[src/rtl/temp_disp_ctrl.sv]
// temp_disp_ctrl
//   Periodically requests a temperature sample from the sensor reader. It
//   registers the raw code and unit select for the conversion datapath,
//   latches the converted digits one cycle later, and scans them onto a
//   5-position multiplexed display with leading-zero blanking.
//
// Ports
//   clk, rst          : clock (rising edge) and synchronous active-high reset
//   c_f_sel           : unit switch, 0 = Celsius, 1 = Fahrenheit
//   sample_req        : request to the sensor reader (registered)
//   sample_ack        : reader acknowledge, sample_data valid in the same cycle
//   sample_data[12:0] : raw two's-complement temperature code
//   tc[12:0], c_f     : registered code and unit select for the datapath
//   sign, thou, hund,
//   tens, ones        : combinational datapath results for tc/c_f
//   an[4:0]           : active-low digit enable (0=ones .. 3=thou, 4=sign)
//   digit[3:0]        : 0-9 BCD, 4'hA minus, 4'hF blank
//   upd               : one-cycle pulse after new display values are latched
//   err               : sticky acknowledge-timeout flag
module temp_disp_ctrl #(
   parameter int SAMPLE_PERIOD = 10_000_000,
   parameter int SCAN_DIV      = 100_000,
   parameter int ACK_TIMEOUT   = 1_000
) (
   input  logic        clk,
   input  logic        rst,
   input  logic        c_f_sel,
   output logic        sample_req,
   input  logic        sample_ack,
   input  logic [12:0] sample_data,
   output logic [12:0] tc,
   output logic        c_f,
   input  logic        sign,
   input  logic [3:0]  thou,
   input  logic [3:0]  hund,
   input  logic [3:0]  tens,
   input  logic [3:0]  ones,
   output logic [4:0]  an,
   output logic [3:0]  digit,
   output logic        upd,
   output logic        err
);

   localparam int WAIT_W = $clog2(SAMPLE_PERIOD + 1);
   localparam int TO_W   = $clog2(ACK_TIMEOUT + 1);
   localparam int SCAN_W = $clog2(SCAN_DIV + 1);

   localparam logic [WAIT_W-1:0] WAIT_LAST = WAIT_W'(SAMPLE_PERIOD - 1);
   localparam logic [TO_W-1:0]   TO_LAST   = TO_W'(ACK_TIMEOUT - 1);
   localparam logic [SCAN_W-1:0] SCAN_LAST = SCAN_W'(SCAN_DIV - 1);

   localparam logic [3:0] CODE_MINUS = 4'hA;
   localparam logic [3:0] CODE_BLANK = 4'hF;

   typedef enum logic [1:0] {IDLE, REQ, SETTLE} state_t;

   state_t            state;
   logic [WAIT_W-1:0] wait_cnt;
   logic [TO_W-1:0]   to_cnt;

   logic              disp_sign;
   logic [3:0]        disp_thou;
   logic [3:0]        disp_hund;
   logic [3:0]        disp_tens;
   logic [3:0]        disp_ones;

   logic [SCAN_W-1:0] scan_cnt;
   logic [2:0]        pos;
   logic [2:0]        pos_next;
   logic [3:0]        sel_code;

   // ---------------------------------------------------------------
   // Sample handshake FSM. The wait counter is preloaded in reset so the
   // first request goes out on the first edge after reset is released.
   // ---------------------------------------------------------------
   always_ff @(posedge clk) begin
      if (rst) begin
         state      <= IDLE;
         wait_cnt   <= WAIT_LAST;
         to_cnt     <= '0;
         sample_req <= 1'b0;
         tc         <= '0;
         c_f        <= 1'b0;
         upd        <= 1'b0;
         err        <= 1'b0;
         disp_sign  <= 1'b0;
         disp_thou  <= '0;
         disp_hund  <= '0;
         disp_tens  <= '0;
         disp_ones  <= '0;
      end else begin
         upd <= 1'b0;
         case (state)
            IDLE: begin
               // A changed unit switch forces an early resample.
               if (wait_cnt == WAIT_LAST || c_f_sel != c_f) begin
                  state      <= REQ;
                  sample_req <= 1'b1;
                  to_cnt     <= '0;
               end else begin
                  wait_cnt <= wait_cnt + 1'b1;
               end
            end
            REQ: begin
               // An ack on the last timeout cycle still counts as success.
               if (sample_ack) begin
                  tc         <= sample_data;
                  c_f        <= c_f_sel;
                  err        <= 1'b0;
                  sample_req <= 1'b0;
                  state      <= SETTLE;
               end else if (to_cnt == TO_LAST) begin
                  err        <= 1'b1;
                  sample_req <= 1'b0;
                  wait_cnt   <= '0;
                  state      <= IDLE;
               end else begin
                  to_cnt <= to_cnt + 1'b1;
               end
            end
            SETTLE: begin
               // tc/c_f have been stable for one cycle; datapath is valid.
               disp_sign <= sign;
               disp_thou <= thou;
               disp_hund <= hund;
               disp_tens <= tens;
               disp_ones <= ones;
               upd       <= 1'b1;
               wait_cnt  <= '0;
               state     <= IDLE;
            end
            default: begin
               sample_req <= 1'b0;
               wait_cnt   <= '0;
               state      <= IDLE;
            end
         endcase
      end
   end

   // ---------------------------------------------------------------
   // Per-position display code with leading-zero blanking.
   // ---------------------------------------------------------------
   logic       blank_thou;
   logic       blank_hund;
   logic       blank_tens;
   logic [4:0] pos_blank;
   logic [3:0] pos_val  [5];
   logic [3:0] pos_code [5];

   assign blank_thou = (disp_thou == 4'd0);
   assign blank_hund = blank_thou && (disp_hund == 4'd0);
   assign blank_tens = blank_hund && (disp_tens == 4'd0);
   assign pos_blank  = {~disp_sign, blank_thou, blank_hund, blank_tens, 1'b0};

   assign pos_val[0] = disp_ones;
   assign pos_val[1] = disp_tens;
   assign pos_val[2] = disp_hund;
   assign pos_val[3] = disp_thou;
   assign pos_val[4] = CODE_MINUS;

   generate
      for (genvar gi = 0; gi < 5; gi++) begin : g_pos
         assign pos_code[gi] = err ? CODE_MINUS
                             : (pos_blank[gi] ? CODE_BLANK : pos_val[gi]);
      end
   endgenerate

   // ---------------------------------------------------------------
   // Free-running scan; an and digit are both driven from pos_next so
   // they always switch on the same edge.
   // ---------------------------------------------------------------
   always_comb begin
      pos_next = pos;
      if (scan_cnt == SCAN_LAST) begin
         pos_next = (pos == 3'd4) ? 3'd0 : pos + 3'd1;
      end
   end

   always_comb begin
      sel_code = pos_code[0];
      case (pos_next)
         3'd1:    sel_code = pos_code[1];
         3'd2:    sel_code = pos_code[2];
         3'd3:    sel_code = pos_code[3];
         3'd4:    sel_code = pos_code[4];
         default: sel_code = pos_code[0];
      endcase
   end

   always_ff @(posedge clk) begin
      if (rst) begin
         scan_cnt <= '0;
         pos      <= 3'd0;
         an       <= 5'b11110;
         digit    <= 4'd0;
      end else begin
         scan_cnt <= (scan_cnt == SCAN_LAST) ? '0 : scan_cnt + 1'b1;
         pos      <= pos_next;
         an       <= ~(5'b00001 << pos_next);
         digit    <= sel_code;
      end
   end

endmodule

[config.mk]
export PLATFORM = sky130hd
export DESIGN_NAME = temp_disp_ctrl
export DESIGN_NICKNAME = d
export VERILOG_FILES = /design/src/rtl/temp_disp_ctrl.sv
export SDC_FILE = /design/constraint.sdc
export NUM_CORES = 1
export LEC_CHECK = 0
export ABC_AREA = 1
export CORE_MARGIN = 2
export CORE_UTILIZATION = 45
export DETAILED_ROUTE_END_ITERATION = 10
export DONT_BUFFER_PORTS = 1
export PLACE_DENSITY = 0.72
export REMOVE_ABC_BUFFERS = 1
export SYNTH_ARGS = -nofsm -noshare
export SYNTH_HDL_FRONTEND = slang
export SYNTH_SLANG_ARGS = --single-unit
[constraint.sdc]
create_clock -name clk -period 2.2 [get_ports clk]
set_input_delay 0.22 -clock clk [delete_from_list [all_inputs] [get_ports clk]]
set_output_delay 0.22 -clock clk [all_outputs]
set_load 0.05 [all_outputs]
=== After elaboration in Yosys (flattened, before gate mapping) ===
Cells that the tools add are included.
W data, S select, Z words.

* Logic and storage cells: 88
* Register bits: 99
* Output and inout port bits: 26

* Shift operators: 1
* Bitwise logic cells: 2
* $add $sub $neg: 4
* Muxes and demuxes: 31
* Reduce and logical (&&, ||, !) cells: 16
* Equality and inequality tests: 17

{| class="wikitable"
|+ Operator list
! operator !! count
|-
| $mux W24 || 3
|-
| $pmux W24 S2 || 1
|-
| $mux W10 || 3
|-
| $mux W4 || 7
|-
| $add A24 B1 Y24 const B || 1
|-
| $eq A24 B24 Y1 const B || 1
|-
| $pmux W10 S2 || 1
|-
| $add A17 B1 Y17 const B || 1
|-
| $eq A17 B17 Y1 const B || 1
|-
| $pmux W4 S4 || 1
|-
| $logic_not A4 Y1 || 3
|-
| $mux W3 || 4
|-
| $add A10 B1 Y10 const B || 1
|-
| $eq A10 B10 Y1 const B || 1
|-
| $ne A2 B2 Y1 const B || 5
|-
| $eq A3 B2 Y1 const B || 2
|-
| $eq A3 B3 Y1 const B || 2
|-
| $mux W1 || 6
|-
| $mux W2 || 3
|-
| $reduce_and A2 Y1 || 3
|-
| $reduce_and A3 Y1 || 2
|-
| $not A5 Y5 || 1
|-
| $shl A1 B3 Y5 const A || 1
|-
| $pmux W2 S2 || 1
|-
| 14 further kinds || 16
|}

=== Longest topological paths before layout ===
* Depth after elaboration: 6
* Depth in mapped cells: 14
* Gate-level depth less buffers: 14

=== Least setup slack after synthesis ===
Ideal clock, no wire load.

* Kind: reg2reg
* Start: reg wait_cnt[0]
* End: reg wait_cnt[18]
* Slack: 432 ps
* Library setup time: 138 ps
* Required time: 2,062 ps
* Clock period less this slack: 1,768 ps
* Buffers on the path: 1
* Data arrival time: 1,630 ps
* Cell stages (with the launch flop): 12
* Cells stage by stage: dfxtp_1 > ha_1 > nand3_2 > nor4_2 > nand4_1 > nand2_1 > nand2_4 > nand2_8 > inv_2 > buf_6 > nand2_1 > a21oi_2

* Word-level cells in the longest chain between the ends: 4
* Elaborated cells on any way between the ends: 7

{| class="wikitable"
|+ Ends and longest elaborated chain
! what !! RTL line !! text
|-
| start, declared || 58 || <nowiki>logic [WAIT_W-1:0] wait_cnt;</nowiki>
|-
| start signal, assigned || 101 || <nowiki>wait_cnt <= wait_cnt + 1'b1;</nowiki>
|-
| parallel branches: the longest is 4 deep, another holds $add A24 B1 Y24 || n/a ||
|}

Parallel ways; which one is timed is not known. The select of a mux whose other input is x is not followed.
A chain may end at the register's enable or synchronous reset.

=== Worst setup path in the final report ===
* Start: reg scan_cnt[0]
* End: reg digit[1]

* Word-level cells in the longest chain between the ends: 4
* Elaborated cells on any way between the ends: 7

{| class="wikitable"
|+ Ends and longest elaborated chain
! what !! RTL line !! text
|-
| start, declared || 67 || <nowiki>logic [SCAN_W-1:0] scan_cnt;</nowiki>
|-
| start signal, assigned || 198 || <nowiki>scan_cnt <= (scan_cnt == SCAN_LAST) ? '0 : scan_cnt + 1'b1;</nowiki>
|-
| $eq A17 B17 Y1 * || 175 || <nowiki>if (scan_cnt == SCAN_LAST) begin</nowiki>
|-
| $mux W3 * || 175 ||
|-
| $eq A3 B3 Y1 (tied with other cells) || 182 || <nowiki>case (pos_next)</nowiki>
|-
| $pmux W4 S4 * || 182 ||
|-
| end signal, assigned || 201 || <nowiki>digit <= sel_code;</nowiki>
|-
| end, declared || 39 || <nowiki>output logic [3:0] digit,</nowiki>
|}

Mark *: on every way between the ends. The rest lies on a longest branch, timed or not.

==> metrics <==
status=finished clean; Nets=between 700 and 800; crit-path cells=ha_1 > nand2_1 > clkinv_1 > nand2_2 > inv_1 > nand3_1 > nand2_1 > nand2_4 > nor2_4 > nand3_1 > nand3_1 > nor2_1 > nor2_1; startpoint types=flop; sequential share of the synthesized area=about 39%; Final Cycle Share=approximately 89%; Non-Filler Instances=roughly 890; Post-CTS Setup Inserts=0; drt pass-1 iters=5; critical path type=reg2reg; GRT busiest layer=met2; routed wire length=11.76 mm; initial antenna violation count=0; Reg clk slew, reported paths=about 90 ps; first-pass GRT wire length=just under 20 mm; total leakage power=2.236 nW; Post-synth EDFFs=0; clk_lat worst skew=380 ps; Design Power=between 5 and 6 mW; crit path max fanout=9; H-tree Lvls=3; num rows=38; Via Count=roughly 4800; synth top area cells=dfxtp_1 39%, nand2_1 11%, nor2_1 8.0%; largest net degree at the start of global routing=34; top-count cell post-synth=nand2_1; Max Freq=512.8 MHz; ys flop type=dfxtp_1; Synth async-reset ratio=0%; Total Neg Setup Slack=0 ps; placed cell areas=between 5000 and 6000 sq um; proportion of layout cells with a drive suffix above 1=~12%; R2R Setup Slk=250 ps; leading area contributor after synthesis=dfxtp_1; First DRT Iteration DRCs=~370; max-cap violation count=0; RSZ-0062 raised after global routing=false; # IOs=60; All-Layer GR Usage=between 20% and 30%; post-synthesis cell type count=40; Rel. slew slack=between 30% and 40%; Num CTS Buffers=9; RePlAce Congestion=around 1.0; CP Capture Type=flop; Finished Cell Area=about 5600 sq um; Worst Tran Pin Value=approximately 950 ps; Worst Path Arrival=2250 ps; hold path depth=2; register bit total from synthesis=between 90 and 100; r2r startpoint=scan_cnt[0]; FF-to-FF path depth=13; Sink Count=about 100; Initial Util=46.50%; hold endpoint=disp_tens[1]; hold wc startpoint=tens[1]; Area growth, synth to finish=10.11%; Ys Warns=0; post-synth top area share=39.15%; pwr dens=around 960 nW/um^2; vias in the first global route=about 4400; Port Buf Inserts=0; Die Y-Extent=about 110 microns; Die X=between 100 and 150 microns; Period minus WS final=~2000 ps; worst IR drop on VDD=0.7102 mV; CORE AREA=around 11000 sq um; CP peak stage delay=about 400 ps; Most Frequent Cell on Critical Path=nand3_1; Detail Route Antenna Nets=0; Clock Path Buffers=2; worst hold slack=about 21 ps; RR Endpoint=digit[1]; GR Util met1=between 20 and 30%; DP HPWL=between 8 and 9 mm; Slowest-stage cell, CP=dfxtp_1; grt met3 use=approximately 4.4%; Final Setup Violations=0; CTS tree=built; die area=about 12000 sq um; final global-route overflow total=0; clock skew=around 11 ps; Mapped Area=about 5100 sq um; wire length per cell=about 13 microns; synth cell count leaders=145 x nand2_1, 108 x nor2_1, 99 x dfxtp_1; Post-Syn Area per Cell=approximately 7.0 sq um; number of vias per cell=approximately 5.4; Synth Instances=a little over 700; Slew Limit Fails=0; Diodes inserted=0; worst hold path class=in2reg; Cells after DPL=around 850; Hold Vio Cnt, Final=0; DRC viols=0; Root Buffer Master=clkbuf_8; Global Route met2 Usage=32.78%; CP required=around 2500 ps
-- worst max-delay path by stage --
stage / cells past startpoint / startpoint / slack [ps] / to
after floorplan: 10 / wait_cnt[0] / 420 / wait_cnt[15]
after global placement: 9 / wait_cnt[0] / 270 / to_cnt[2]
after detailed placement: 9 / wait_cnt[0] / 150 / to_cnt[3]
after CTS: 9 / wait_cnt[0] / 130 / to_cnt[2]
after global routing: 14 / scan_cnt[0] / 40 / digit[0]
final: 13 / scan_cnt[0] / 250 / digit[1]
-- layout by cell type, fill, tap and decap left out, types with 4 or more instances in the layout --
| cell | count |
|---|---|
| nor3_2 | 4 |
| a21oi_2 | 10 |
| xnor2_1 | 7 |
| nor2_1 | 108 |
| dlygate4sd3_1 | 14 |
| clkbuf_8 | 10 |
| a21oi_1 | 44 |
| xor2_1 | 17 |
| nor2_2 | 9 |
| nor3b_1 | 4 |
| o21ai_0 | 43 |
| nand3_1 | 56 |
| nand2_2 | 8 |
| buf_4 | 11 |
| nor3_1 | 22 |
| inv_2 | 11 |
| inv_1 | 61 |
| nand4_1 | 21 |
| ha_1 | 4 |
| nor2_4 | 5 |
| nand2_1 | 144 |
| dfxtp_1 | 98 |
-- area by class of cell --
type / instances / area (sq um)
Clock buffer: 12 / 145.1
Multi-Input combinational cell: 529 / 2688
Clock inverter: 4 / 56.30
Sequential cell: 99 / 1983
Inverter: 75 / 284.0
Tap cell: 140 / 175.2
Timing Repair Buffer: 26 / 242.7
Fill cell: 1035 / 5314
-- metrics by stage --
step / setup WS (ps) / util, %
after global placement: 274.4 / 47.79
after CTS: 132.9 / 51.11
after global routing: 41.46 / 51.20
after detailed placement: 147.1 / 47.79
final: 250.0 / 51.20
after floorplan: 422.1 / -
-- kinds of logic after synthesis --
group	after synthesis	synth area share (%)
AOI/OAI and AO/OA	105	11.37
buffers and inverters	97	7.860
and+or+nand+nor	395	36.23
xor gates and xnor gates	24	4.152
adders and majority gates	5	1.236
DFF	99	39.15
-- critical path: cells and delay by family (launching register included) --
| kind | cells | cell delay [ps] |
|---|---|---|
| flip-flops | 1 | 390 |
| adder cells (fa/ha/maj) | 1 | 190 |
| buffers and inverters | 2 | 240 |
| AND/OR/NAND/NOR | 10 | 1070 |
-- state kept, by name, summed over array words and instances, names as in the netlist --
register and cells:
upd 1, c_f 1, tc 13, an 5, disp_ones 4, err 1
scan_cnt 17, disp_thou 4, state 2, to_cnt 10, disp_sign 1, pos 3
sample_req 1, disp_hund 4, digit 4, wait_cnt 24, disp_tens 4
-- routing by layer --
layer	wire [microns]	vias to the layer above	share of wire, %
met5	0	-	0
met1	5425	2194	46
li1	-	2386	-
met3	789	19	6.7
met2	5348	161	45
met4	197	0	1.7
-- where the power goes --
group          internal [mW]  total, mW  switching (mW)
clock network          0.569       1.20           0.636
logic                  0.569       1.67            1.10
registers               2.03       2.47           0.444
-- repair_timing --
| action | 4_1_cts | 5_1_grt |
|---|---|---|
| endpoints found under the setup margin | 0 | 23 |
| gates resized for setup | 0 | 4 |
| hold buffers | 15 | 0 |
| endpoints found under the hold margin | 47 | 0 |
Power figures use the tool's default switching activity.
